==> src/rtl/conversion_pkg.sv <==
// Shared types and line constants for the conversion frame scheduler.
package conversion_pkg;

  typedef enum logic [1:0] {
    IDLE  = 2'd0,
    START = 2'd1,
    DATA  = 2'd2,
    STOP  = 2'd3
  } state_t;

  localparam logic START_BIT = 1'b1;
  localparam logic STOP_BIT  = 1'b0;

endpackage

==> src/rtl/line_encoder.sv <==
// Differential-style line encoder: out = raw ^ e, e advances by e ^ ~raw each frame bit.
module line_encoder (
  input  logic clk,
  input  logic rst_n,
  input  logic clear,
  input  logic hold,
  input  logic raw,
  output logic line_out
);

  logic e;

  // NOTE: sequential state uses non-blocking (<=) so every flop samples pre-edge values.
  always_ff @(posedge clk or negedge rst_n) begin
    if (!rst_n) begin
      e <= 1'b0;
    end else if (clear) begin
      e <= 1'b0;
    end else if (!hold) begin
      e <= e ^ ~raw;
    end
  end

  assign line_out = raw ^ e;

endmodule

==> src/rtl/conversion_frame_scheduler.sv <==
// Two-requester round-robin frame scheduler: grants a payload, serialises
// START/DATA/STOP bits through the line encoder.
module conversion_frame_scheduler
  import conversion_pkg::*;
#(
  parameter int DATA_W = 8
) (
  input  logic              clk,
  input  logic              rst_n,
  input  logic              enable,
  input  logic [1:0]        req_valid,
  input  logic [DATA_W-1:0] req_data0,
  input  logic [DATA_W-1:0] req_data1,
  output logic [1:0]        req_ready,
  output logic              line_out,
  output logic              line_active,
  output logic              grant_id,
  output logic              frame_done
);

  localparam int CNT_W = (DATA_W > 1) ? $clog2(DATA_W) : 1;
  localparam logic [CNT_W-1:0] LAST_BIT = CNT_W'(DATA_W - 1);

  state_t            state;
  logic [DATA_W-1:0] shift_q;
  logic [CNT_W-1:0]  bit_cnt;
  logic              rr_last;
  logic              winner;
  logic              grant;
  logic              raw;

  // Both valid: alternate away from the last grantee; otherwise the lone requester wins.
  assign winner = (&req_valid) ? ~rr_last : ~req_valid[0];
  // rst_n gates the handshake so no accept pulse is seen while held in reset.
  assign grant  = rst_n && (state == IDLE) && enable && (|req_valid);

  assign req_ready   = grant ? (winner ? 2'b10 : 2'b01) : 2'b00;
  assign line_active = (state != IDLE);
  assign frame_done  = (state == STOP);

  // NOTE: always_comb assigns a default first so no path can infer a latch.
  always_comb begin
    raw = 1'b0;
    unique case (state)
      START:   raw = START_BIT;
      DATA:    raw = shift_q[DATA_W-1];
      STOP:    raw = STOP_BIT;
      default: raw = 1'b0;
    endcase
  end

  always_ff @(posedge clk or negedge rst_n) begin
    if (!rst_n) begin
      state    <= IDLE;
      shift_q  <= '0;
      bit_cnt  <= '0;
      rr_last  <= 1'b1;
      grant_id <= 1'b0;
    end else begin
      unique case (state)
        IDLE: begin
          if (grant) begin
            shift_q  <= winner ? req_data1 : req_data0;
            grant_id <= winner;
            rr_last  <= winner;
            bit_cnt  <= '0;
            state    <= START;
          end
        end
        START: state <= DATA;
        DATA: begin
          shift_q <= shift_q << 1;
          if (bit_cnt == LAST_BIT) begin
            bit_cnt <= '0;
            state   <= STOP;
          end else begin
            bit_cnt <= bit_cnt + 1'b1;
          end
        end
        STOP:    state <= IDLE;
        default: state <= IDLE;
      endcase
    end
  end

  // Clearing in STOP as well as on grant keeps e at 0 throughout IDLE.
  line_encoder u_line_encoder (
    .clk      (clk),
    .rst_n    (rst_n),
    .clear    (grant || (state == STOP)),
    .hold     (state == IDLE),
    .raw      (raw),
    .line_out (line_out)
  );

endmodule

==> config.mk <==
export PLATFORM = sky130hd
export DESIGN_NAME = conversion_frame_scheduler
export DESIGN_NICKNAME = d
export VERILOG_FILES = /design/src/rtl/conversion_pkg.sv /design/src/rtl/line_encoder.sv /design/src/rtl/conversion_frame_scheduler.sv
export SDC_FILE = /design/constraint.sdc
export NUM_CORES = 1
export LEC_CHECK = 0
export ABC_CLOCK_PERIOD_IN_PS = 2400
export CAP_MARGIN = 20
export CORE_MARGIN = 4
export CORE_UTILIZATION = 33
export CTS_CLUSTER_DIAMETER = 30
export CTS_CLUSTER_SIZE = 40
export DETAILED_ROUTE_END_ITERATION = 10
export GPL_TIMING_DRIVEN = 0
export RECOVER_POWER = 50
export SYNTH_ARGS = -nofsm -noshare
export SYNTH_HDL_FRONTEND = slang
export SYNTH_SLANG_ARGS = --single-unit
==> constraint.sdc <==
create_clock -name clk -period 2.4 [get_ports clk]
set_clock_uncertainty 0.1 [all_clocks]
set_input_delay 0.72 -clock clk [delete_from_list [all_inputs] [get_ports clk]]
set_output_delay 0.72 -clock clk [all_outputs]
set_load 0.05 [all_outputs]
# Yosys cells after proc, flatten, opt, wreduce, memory -nomap -nowiden
# Index checks and enable logic that the tools add are counted.
[classes] add_sub_neg=1 muxes=15 n_reduce_logical=12 eq_ne=7 bitwise=5 shifts=0 div_mod_pow=0 n_lt_le_gt_ge=0 mul=0
[ops] operator="two-way mux 8 bit" count=2
[ops] operator="case mux 8 bit (2 select lines)" count=1
[ops] operator="two-way mux 2 bit" count=4
[ops] operator="case mux 2 bit (4 select lines)" count=1
[ops] operator="AND reduction 2 bit" count=4
[ops] operator="two-way mux 3 bit" count=2
[ops] operator="case mux 3 bit (2 select lines)" count=1
[ops] operator="== test 2 bit, second input constant" count=2
[ops] operator="!= test 2 bit, second input constant" count=2
[ops] operator="nonzero test 2 bit" count=2
[ops] operator="adder 3 x 1 -> 3 bit, second input constant" count=1
[ops] operator="== test 3 bit, second input constant" count=1
[ops] operator="logical AND 1 bit" count=3
[ops] operator="two-way mux 1 bit" count=3
[ops] operator="inverter 1 bit" count=3
[ops] operator="== test 2 x 1 -> 1 bit, second input constant" count=1
[ops] operator="zero test 2 bit" count=1
[ops] operator="!= test 2 x 1 -> 1 bit, second input constant" count=1
[ops] operator="case mux 1 bit (2 select lines)" count=1
[ops] operator="OR reduction 2 bit" count=1
[ops] operator="XOR 1 bit" count=2
[ops] operator="logical OR 1 bit" count=1
[totals] out_inout_bits=6 regBits=16 ram_bits=0 rom_bits=0 memories=0 latchBits=0 wordCells=46 input_bits=21

# Logic depth before layout (Yosys ltp)
[logic_depth] depth_word=6 mapped_depth=7 ltp_nobuf=6

# Modules after synthesis
# Synthesis repeated with hierarchy kept, for this count alone.
[unflattened] cells_unflattened=99 hier_area_um2=975.9
[by_module_without_submodules] module="conversion_frame_scheduler" seq_area_each_um2=376.6 instances=1 cells_per_inst=94 area_per_inst_um2=925.9
[by_module_without_submodules] module="line_encoder" seq_area_each_um2=25.0 instances=1 cells_per_inst=5 area_per_inst_um2=50.0

# Worst setup path after synthesis
# No wires, ideal clock.
[synth_path] path_kind="flip-flop to output port" start="reg state[0]" end="out line_out" path_slack_ns=-0.233 required_ns=1.580 path_stages_with_launch=7 n_path_buf=1 arrival_ns=1.813 path_cell_list="dfrtp_1 inv_1 ha_1 buf_6 a21o_1 nand2_1 xnor2_1"
[synth_via] elab_chain_len=3 elab_cells_between_ends=4 cone_classes="eq/ne: 2; mux: 1; bitwise: 1"
[synth_lines] item="start: declaration" line_no="conversion_frame_scheduler.sv:24" text="state_t state;"
[synth_lines] item="start signal: assignment" line_no="conversion_frame_scheduler.sv:54" text="state <= IDLE;"
[synth_lines] item="start signal: assignment" line_no="conversion_frame_scheduler.sv:67" text="state <= START;"
[synth_lines] item="start signal: assignment" line_no="conversion_frame_scheduler.sv:70" text="START: state <= DATA;"
[synth_lines] item="== test 2 bit / == test 2 x 1 -> 1 bit (equally long branches)" line_no="conversion_frame_scheduler.sv:44" text="unique case (state)"
[synth_lines] item="case mux 1 bit (2 select lines) (*)" line_no="conversion_frame_scheduler.sv:44"
[synth_lines] item="XOR 1 bit (*)" line_no="line_encoder.sv:24" text="assign line_out = raw ^ e;"
[synth_lines] item="end: declaration" line_no="conversion_frame_scheduler.sv:15" text="output logic line_out,"
# Mark *: on every way between the ends. The rest lies on a longest branch, timed or not.

# Worst setup path in the final report
# Ends and elaborated chain as after synthesis.

==> results.sh <==
export IMPL_dieArea_mm2=0.00396
export IMPL_fin_nets=168
export IMPL_route_vias_total=906
export IMPL_ant_nets=0
export IMPL_rsz0062_at_grt="true"
export IMPL_start_kind="flop"
export IMPL_drt_total_wl_mm=2.53
export IMPL_gp_congestion=0.750
export IMPL_netlist_area_um2=996
export IMPL_globalRouteOverflowTotal=0
export IMPL_maxCapViolCount=0
export IMPL_power_leakage_nw=0.651
export IMPL_io_buffer_count=26
export IMPL_r2r_start="state[0]"
export IMPL_cellPowerDensity_mw_per_mm2=1310
export IMPL_cts_sinks=16
export IMPL_period_needed_ps=2380
export IMPL_path_max_fanout=4
export IMPL_p_sw_mw=0.843
export IMPL_grt_max_degree=20
export IMPL_grt_pass1_wl_mm=4.24
export IMPL_ir_drop_v=0.00105
export IMPL_seq_area_frac_synth_pct=40.3
export IMPL_cp_depth=6
export IMPL_grt_pass1_vias=911
export IMPL_crit_family="flip-flops"
export IMPL_synth_warnings=0
export IMPL_intPower_mw=1.06
export IMPL_layout_commonest_cell="clkdlybuf4s50_1"
export IMPL_startpoint="state[0]"
export IMPL_dp_hpwl_mm=1.78
export IMPL_io_pins=27
export IMPL_p_clk_share_pct=8.1
export IMPL_netlist_cell_type_count=29
export IMPL_first_pass_iters=4
export IMPL_crit_buf_inv=2
export IMPL_critPathMaxStageDelay_ps=420
export IMPL_worstPathArrival_ps=1560
export IMPL_clkTransAtPathRegs_ps=100
export IMPL_dp_slack_ps=-1580
export IMPL_setup_ws_ps=21.9
export IMPL_crit_slowest_cell="dfrtp_1"
export IMPL_routed_via_density=5.33
export IMPL_layout_common_cells="clkdlybuf4s50_1 (17), dfrtp_1 (14), nand2_1 (12), buf_4 (10)"
export IMPL_n_antenna_cell=0
export IMPL_status="finished, final reports clean"
export IMPL_synth_cells=99
export IMPL_synth_net_count=127
export IMPL_min_path_type="in2async"
export IMPL_syn_area_per_cell_um2=10.1
export IMPL_grt_use_total_pct=13.4
export IMPL_worst_slew_pin_transition_ps=504
export IMPL_end_kind="output pin"
export IMPL_drive_gt1_share_pct=25.2
export IMPL_cp_required_ps=1580
export IMPL_worstSetupPathType="reg2out"
export IMPL_max_freq_mhz=421
export IMPL_die_y_um=62.9
export IMPL_clock_latency_ps=290
export IMPL_drtIter0Drc=22
export IMPL_fp_coreArea_mm2=0.00283
export IMPL_htreeDepth=1
export IMPL_whs_ps=139
export IMPL_final_util_pct=51.5
export IMPL_start_util_pct=35.2
export IMPL_die_x_um=62.9
export IMPL_drc=0
export IMPL_rows=19
export IMPL_cts_max_path_buffers=2
export IMPL_final_max_slew_violation_count=0
export IMPL_p_seq_share_pct=26.9
export IMPL_setup_violations=0
export IMPL_cts_tree="built"
export IMPL_ys_seq_elements=16
export IMPL_syn2layout_area_growth_pct=46.4
export IMPL_numCtsBuffers=3
export IMPL_combPwrFrac_pct=65.0
export IMPL_period_share_pct=99.1
export IMPL_wl_per_cell_um=14.9
export IMPL_cts_root_buf="clkbuf_4"
export IMPL_power_share_switching_pct=44.2
export IMPL_crit_chain="inv_2 > ha_4 > a21o_1 > nand2_2 > xnor2_2 > buf_6"
export IMPL_maxSlewHeadroom_pct=66.3
export IMPL_antenna_found_initial=0
export IMPL_finalPower_mw=1.91
export IMPL_timing_hold_violations_final=0
export IMPL_ff2ff_path_depth=7
[final timing paths]
path                       slack [ps]          to
max                                20    line_out
min                               140  shift_q[5]
max reg2reg                       640    state[1]
min reg2reg                       390  shift_q[1]
max in group asynchronous        1820     rr_last
min in group clk                  390  shift_q[1]
[worst register-to-register path, delay by kind of cell (launching register included)]
kind | cells | cell delay [ps]
simple gates | 2 | 290
flops | 1 | 410
fa+ha+maj | 1 | 180
buf+inv | 3 | 340
mux | 1 | 330
[kinds of logic after synthesis]
| kind of cell | after synthesis | share of synthesized area (%) |
|---|---|---|
| XOR/XNOR | 2 | 1.76 |
| AND/OR/NAND/NOR | 32 | 17.7 |
| flip-flops | 16 | 40.3 |
| AO/OA/AOI/OAI | 33 | 25.5 |
| adder cells (fa/ha/maj) | 7 | 8.79 |
| multiplexers | 1 | 1.13 |
| buffers and inverters | 8 | 4.77 |
[power groups by stage]
| stage | Combinational (mW) | Clock [mW] | Sequential, mW |
|---|---|---|---|
| 4_1_cts | 1.15 | 0.162 | 0.499 |
| 6_report | 1.24 | 0.155 | 0.513 |
| 3_5_place_dp | 1.09 | 0 | 0.507 |
| 3_3_place_gp | 1.06 | 0 | 0.498 |
| 2_1_floorplan | 0.793 | 0 | 0.512 |
| 5_1_grt | 1.37 | 0.173 | 0.530 |
[cell type report]
type                    count  area [um^2]
fillers                   268         1370
multi-input cells          75          583
flip-flops and latches     16          403
repair buffers             37          355
well taps                  31         38.8
plain buffers               4         37.5
clock buffers               4         26.3
inverters                   3         13.8
[registers in the layout, indices dropped and copies added (netlist names)]
name	flops
bit_cnt	3
grant_id	1
rr_last	1
shift_q	8
state	2
u_line_encoder.e	1
[through the flow]
stage	cells	setup TNS [ps]	area, um^2
2_1_floorplan	99	0	1000
3_3_place_gp	156	-10420	1300
3_5_place_dp	156	-10430	1300
4_1_cts	163	-196	1370
5_1_grt	170	-75.8	1460
6_report	170	0	1460
[synthesized netlist by cell type, drive strengths merged]
master | n | share of area (%)
nor2 | 3 | 1.1
clkbuf | 1 | 0.38
dfrtp | 15 | 38
nor2b | 9 | 5.7
buf | 4 | 3.3
mux2 | 1 | 1.1
a21o | 1 | 0.75
o32a | 1 | 1.0
and3 | 3 | 3.4
nor3 | 1 | 0.50
o2111a | 1 | 1.3
a31oi | 1 | 0.63
ha | 7 | 8.8
o21ai | 1 | 0.50
and2 | 1 | 0.63
o31ai | 7 | 5.3
nand2b | 1 | 0.63
nand2 | 13 | 4.9
dfstp | 1 | 2.6
a31o | 7 | 6.2
a32o | 2 | 2.0
a21oi | 10 | 6.2
inv | 3 | 1.1
o211ai | 1 | 0.75
a221o | 1 | 1.0
xnor2 | 2 | 1.8
and3b | 1 | 0.88
[timing repair]
item | 4_1_cts | 5_1_grt
buffers inserted | 3 | 8
hold endpoints to repair | 0 | 0
hold buffers | 0 | 0
setup endpoints to repair | 18 | 4
pin swaps | 0 | 6
gates resized for setup | 42 | 10
[per-layer routing]
| layer | share of wire, % | track usage (%) |
|---|---|---|
| met1 | 46 | 16.9 |
| met4 | 0.55 | 2.48 |
| met5 | 0 | 0 |
| met3 | 4.7 | 4.68 |
| met2 | 49 | 22.0 |
Note: power is estimated with default switching activity, not from simulation.
